<file path="src/rtl/rr_link_arbiter.sv">
// Round-robin arbiter feeding one 8-bit put/free output link.
// Each granted 32-bit packet is sent as four bytes, MSB first.
module rr_link_arbiter #(
    parameter int NUM_REQ = 4,
    parameter int CNT_W   = 16
) (
    input  logic                      clk,
    input  logic                      rst_b,
    input  logic                      en,
    input  logic [NUM_REQ-1:0]        req,
    input  logic [NUM_REQ-1:0][31:0]  pkt_in,
    output logic [NUM_REQ-1:0]        grant,
    input  logic                      free_outbound,
    output logic                      put_outbound,
    output logic [7:0]                payload_outbound,
    output logic                      busy,
    output logic [CNT_W-1:0]          sent_count
);

    localparam int PTR_W = $clog2(NUM_REQ);

    typedef enum logic [2:0] {IDLE, B0, B1, B2, B3} state_t;

    state_t             state;
    logic [31:0]        shreg;
    logic [PTR_W-1:0]   ptr;
    logic [PTR_W-1:0]   win;
    logic [PTR_W-1:0]   cand;
    logic               found;
    logic               arb;

    // Search starts just after the last winner so every source gets a turn.
    always_comb begin
        win   = '0;
        cand  = '0;
        found = 1'b0;
        for (int k = 1; k <= NUM_REQ; k++) begin
            cand = PTR_W'((int'(ptr) + k) % NUM_REQ);
            if (!found && req[cand]) begin
                found = 1'b1;
                win   = cand;
            end
        end
    end

    assign arb = rst_b && en && (|req) && free_outbound &&
                 ((state == IDLE) || (state == B3));

    for (genvar g = 0; g < NUM_REQ; g++) begin : g_grant
        assign grant[g] = arb && (win == PTR_W'(g));
    end

    assign busy             = (state != IDLE);
    assign put_outbound     = busy;
    assign payload_outbound = shreg[31:24];

    always_ff @(posedge clk or negedge rst_b) begin
        if (!rst_b) begin
            state      <= IDLE;
            shreg      <= '0;
            ptr        <= PTR_W'(NUM_REQ - 1);
            sent_count <= '0;
        end else begin
            case (state)
                B0: begin state <= B1; shreg <= {shreg[23:0], 8'h00}; end
                B1: begin state <= B2; shreg <= {shreg[23:0], 8'h00}; end
                B2: begin state <= B3; shreg <= {shreg[23:0], 8'h00}; end
                default: begin
                    // IDLE and B3 share the launch path so back-to-back packets leave no gap.
                    if (arb) begin
                        state      <= B0;
                        shreg      <= pkt_in[win];
                        ptr        <= win;
                        sent_count <= sent_count + 1'b1;
                    end else begin
                        state <= IDLE;
                        shreg <= {shreg[23:0], 8'h00};
                    end
                end
            endcase
        end
    end

endmodule

</file>
<file path="config.mk">
export PLATFORM = sky130hd
export DESIGN_NAME = rr_link_arbiter
export DESIGN_NICKNAME = d
export VERILOG_FILES = /design/src/rtl/rr_link_arbiter.sv
export SDC_FILE = /design/constraint.sdc
export NUM_CORES = 1
export LEC_CHECK = 0
export ABC_AREA = 0
export ABC_CLOCK_PERIOD_IN_PS = 2009
export CORE_MARGIN = 1
export CORE_UTILIZATION = 36
export DETAILED_ROUTE_END_ITERATION = 7
export PLACE_DENSITY = 0.77
export SLEW_MARGIN = 20
export SYNTH_ARGS = -nofsm -noshare
export SYNTH_HDL_FRONTEND = slang
export SYNTH_SLANG_ARGS = --single-unit
</file>
<file path="constraint.sdc">
create_clock -name clk -period 2.01 [get_ports clk]
set_input_delay 0.3015 -clock clk [delete_from_list [all_inputs] [get_ports clk]]
set_output_delay 0.3015 -clock clk [all_outputs]
set_load 0.01 [all_outputs]
</file>
== Word-level counts from Yosys, hierarchy flattened ==
Index checks and enable logic that the tools add are counted.
W data, S select, Z words.

* Register bits after elaboration: 53
* Bits of input ports: 136
* Output and inout port bits: 30
* Word-level logic and storage cells: 64

* $add $sub $neg: 5
* Order comparisons: 5
* Equality and inequality tests: 7
* Muxes and demuxes: 21
* Bitwise logic cells: 1
* Reduce and logical (&&, ||, !) cells: 21

{| class="wikitable"
|+ Operators by type and width
! cell !! count
|-
| $mux W32 || 3
|-
| $bmux W32 S2 || 1
|-
| $add A16 B1 Y16 const B || 1
|-
| $lt A2 B3 Y1 const B || 5
|-
| $logic_and A1 B1 Y1 || 11
|-
| $pmux W3 S3 || 1
|-
| $bmux W1 S2 || 4
|-
| $mux W1 || 8
|-
| $mux W2 || 4
|-
| $eq A3 B2 Y1 const B || 2
|-
| $add A2 B1 Y2 const B || 2
|-
| $add A2 B2 Y2 const B || 2
|-
| $eq A2 B2 Y1 const B || 2
|-
| $reduce_or A4 Y1 || 1
|-
| $eq A3 B1 Y1 const B || 1
|-
| $eq A3 B3 Y1 const B || 1
|-
| $logic_not A1 Y1 || 3
|-
| $logic_not A3 Y1 || 1
|-
| $reduce_bool A3 Y1 || 1
|-
| $reduce_or A3 Y1 || 1
|-
| $eq A2 B1 Y1 const B || 1
|-
| $logic_not A2 Y1 || 1
|-
| $reduce_and A2 Y1 || 1
|-
| $logic_or A1 B1 Y1 || 1
|-
| $not A1 Y1 || 1
|}

== Logic depth before layout (Yosys ltp) ==
* Depth in word-level cells: 17
* Mapped depth: 7
* Depth with buffers taken out: 5

== Least setup slack after synthesis ==
Ideal clock, no wire load.

* Path kind: flip-flop to output port
* Start point: reg ptr[1]
* End point: out grant[2]
* Arrival: 1.706 ns
* Setup slack: 0.003 ns
* Cell stages (with the launch flop): 6
* Cell sequence: dfstp_2 buf_2 mux2_4 a21o_2 clkbuf_1 nor3_1

* Longest elaborated chain between the ends: 15

{| class="wikitable"
|+ Ends and longest elaborated chain
! item !! line !! text
|-
| start: declaration || 26 || <nowiki>logic [PTR_W-1:0] ptr;</nowiki>
|-
| start signal: assignment || 61 || <nowiki>ptr <= PTR_W'(NUM_REQ - 1);</nowiki>
|-
| start signal: assignment || 73 || <nowiki>ptr <= win;</nowiki>
|-
| $add A2 B1 Y2 || 38 || <nowiki>cand = PTR_W'((int'(ptr) + k) % NUM_REQ);</nowiki>
|-
| $bmux W1 S2 || 39 || <nowiki>if (!found && req[cand]) begin</nowiki>
|-
| $mux W1 (implied by the code) || 39 ||
|-
| $mux W1 || 39 ||
|-
| $logic_not A1 Y1 || 39 ||
|-
| $logic_and A1 B1 Y1 || 39 ||
|-
| $mux W1 || 39 ||
|-
| $logic_not A1 Y1 || 39 ||
|-
| $logic_and A1 B1 Y1 || 39 ||
|-
| $mux W1 || 39 ||
|-
| $logic_not A1 Y1 || 39 ||
|-
| $logic_and A1 B1 Y1 || 39 ||
|-
| $mux W2 (*) || 39 ||
|-
| $eq A2 B2 Y1 (*) || 50 || <nowiki>assign grant[g] = arb && (win == PTR_W'(g));</nowiki>
|-
| $logic_and A1 B1 Y1 (*) || 50 ||
|-
| end: declaration || 12 || <nowiki>output logic [NUM_REQ-1:0] grant,</nowiki>
|}

Mark *: on every way between the ends. The rest lies on a longest branch, timed or not. The select of a mux whose other input is x is not followed.

== Worst setup path in the final report ==
* Start point: reg ptr[0]
* End point: out grant[2]

Same word-level chain as after synthesis.

==> summary.txt <==
Timing
  • Max-slew headroom: 55.4%
  • Final Hold Vio Count: 0
  • Fmax: roughly 0.47 GHz
  • Endpoints failing setup: 2
  • Fin crit share: 105%
  • Worst clock skew: between 8 and 9 ps
  • Hold_ws: ~230 ps
  • RSZ-0062 raised after global routing: true
  • Final min period: around 2100 ps
  • Worst-Margin Slew: about 670 ps
  • Slew Viols, Final: 0
  • Final setup margin: -106 ps

CTS
  • CTS tree: done
  • Root Driver: clkbuf_8
  • CTS hold repair buffers: 0
  • Clk Latency, worst-skew pair: 300 ps
  • TritonCTS buffer count: 5
  • CTS Sinks: 53
  • Clock transition at path regs: ~100 ps
  • H-Tree Depth: 2
  • Clock buffer depth: 2

Global routing
  • Number of global-route vias before repair: between 3k and 4k
  • Antenna violations before repair: 0
  • First-pass GRT wire length: about 17000 microns
  • GRT Overall Usage: about 23%
  • GRT overflow: 0
  • Largest net degree at the start of global routing: between 50 and 60

Routing
  • Via-per-instance ratio: 5.36
  • Post-route ant nets: 0
  • DRT Pass-1 Iters: 4
  • Drt wl/cell: about 17 microns
  • Drt total wl: between 10000 and 15000 microns
  • 1st-iter DRT viols: 91
  • DRC viols: 0
  • Vias after detailed routing: about 3.3k

Logic synthesis
  • Syn Std Cell Area: approximately 3200 sq um
  • Post-Synthesis Mean Instance Area: ~9.8 sq um
  • Synth cell count leaders: 51 x dfrtp_1, 29 x nand3_1, 23 x a21oi_1, 23 x o21ai_0
  • Post-synth EDFFs: 0
  • Post-synth top area share: between 30% and 40%
  • Register area share after synthesis: between 40% and 50%
  • Synth Flop Type: dfrtp_1
  • Synthesized flop and latch total: 53
  • Warnings, synthesis: 0
  • Synth area leaders: dfrtp_1 39%, a221o_1 6.5%, mux2i_1 5.9%
  • Syn Nets: 468
  • Library cells used by synthesis: approximately 50
  • Async SR Flop Fraction: 100%
  • Largest area contributor in the netlist: dfrtp_1
  • Count leader, synth: dfrtp_1
  • Post-Syn Instances: between 300 and 400

Worst setup path
  • CP startpoint kind: flop
  • Crit path kind: reg2out
  • Worst setup EP type: output port
  • CP Max Fanout: 5
  • CP arrival: 1810 ps
  • WP data required: around 1700 ps

Power and ir drop
  • Sw power: around 1.6 mW
  • Clk pwr share: 17.1%
  • Switching Fraction: a little over a third
  • Share of power burned in combinational logic: 51.2%
  • Tot Pwr: ~4.4 mW
  • Cell leakage power: between 2 and 2.5 nW
  • Peak VDD IR: 441 uV
  • Pwr dens: between 800 and 900 nW/um^2
  • Sequential power share: 31.7%
  • Internal: 2.87 mW

Finish
  • Final core occ: around three fifths
  • Ant. Diodes: 0
  • Fillcell total: around 750
  • Area growth from synthesis to layout: 65.4%
  • Sequential cell area: 1330 sq um
  • Layout cells sized above 1: 16.6%
  • Nets: 641
  • Area occupied by multi-input gates: ~1800 sq um
  • Finished Cell Area: 5350 sq um

Placed design
  • Post-DP HPWL: 7880 microns
  • Global placer's final weighted congestion: approximately 0.86
  • Setup WS pre-CTS: -608 ps
  • Post-DP Area: 5080 sq um
  • PortBufs: around 170

Floorplan
  • Die ar.: around 9400 sq um
  • I/O Pins: 166
  • Die Wd: about 97 microns
  • Die height: 96.8 microns
  • Core area: 8720 sq um
  • Effective utilization at floorplan: between 30% and 40%
  • Row cnt: 34

Status
  • Status: finished, violations left
  • Failing checks: negative setup slack

Worst hold path
  • Worst Hold Class: in2async

Run
  • Max-cap violations: 0
-- power by group through the flow --
stage	registers (mW)	logic [mW]	clock network (mW)
after floorplan	1.41	1.26	0
after global routing	1.43	2.46	0.821
after CTS	1.41	2.19	0.782
final	1.41	2.28	0.760
after detailed placement	1.44	2.14	0
after global placement	1.43	2.08	0
-- state kept, by name (all words and copies together) (netlist names) --
signal      cells
ptr             2
shreg          32
sent_count     16
state           3
-- cell type report --
type                            instances  share of cell area, %
Clock inverter                          2                  0.701
Multi-Input combinational cell        238                   33.3
Sequential cell                        53                   24.8
Clock buffer                            6                   1.54
Timing Repair Buffer                  203                   36.9
Inverter                                3                  0.210
Tap cell                              108                   2.52
-- timing repair --
| item | CTS | global route |
|---|---|---|
| buffers inserted | 3 | 2 |
| setup endpoints to repair | 21 | 32 |
| gates resized for setup | 38 | 17 |
| pin swaps | 3 | 9 |
| cloned | 0 | 0 |
-- critical path, cell delays in order, from the launching register on --
cell and delay, ps:
dfstp_2 570, buf_6 110, nand2b_4 110, a21o_1 120, nand4_1 160, buf_4 200, nor3_4 120, buf_6 130
-- logic make-up after synthesis --
kind of cell             count (synthesis)  share of synthesized area, %
buffers and inverters                   40                          6.84
multiplexers                            20                          6.34
adder cells (fa/ha/maj)                  1                         0.386
flip-flops                              53                          41.1
XOR/XNOR                                16                          4.33
AND/OR/NAND/NOR                         84                          15.0
AO/OA/AOI/OAI                          117                          26.1
-- layer usage --
metal  share of wire [%]  global-route usage (%)  vias up
met1                  40                    26.7     1556
met5                   0                       0        -
met4                 2.8                    8.38        0
met2                  51                    40.0      132
li1                    -                       -     1577
met3                 5.8                    4.48       18
-- layout by cell type, fill, tap and decap left out, drive strengths merged, types with 2 or more instances in the layout --
master           n
a21boi           4
nand2           17
xnor2            8
nor3             5
dfrtp           51
dlygate4sd2      6
nor2b            2
and2             2
inv              3
and3             2
a211oi           7
a21o             3
o21a             2
xor2             8
dfstp            2
o21ai           24
nand2b           3
buf             43
o22ai            8
nor2            13
nand4            4
a21oi           24
o22a            21
mux2i           19
clkdlybuf4s50  154
clkbuf           6
nand3           29
nor4             2
a221o           21
-- metrics by stage --
stage               TNS, ps  instances
floorplan                 0        331
global route           -278        613
global placement     -12920        600
finish                 -110        613
detailed placement   -13790        600
CTS                    -112        611
-- worst paths after layout --
kind / startpoint / end / slack [ps] / cells past startpoint
max: ptr[0] / grant[2] / -110 / 7
min: rst_b / shreg[23] / 230 / 2
max in group asynchronous: rst_b / shreg[4] / 1340 / 2
min in group clk: state[2] / state[1] / 440 / 1
max reg2reg: ptr[0] / shreg[28] / 80 / 9
min reg2reg: state[2] / state[1] / 440 / 1
No activity file was read; power rests on OpenSTA's default activity.
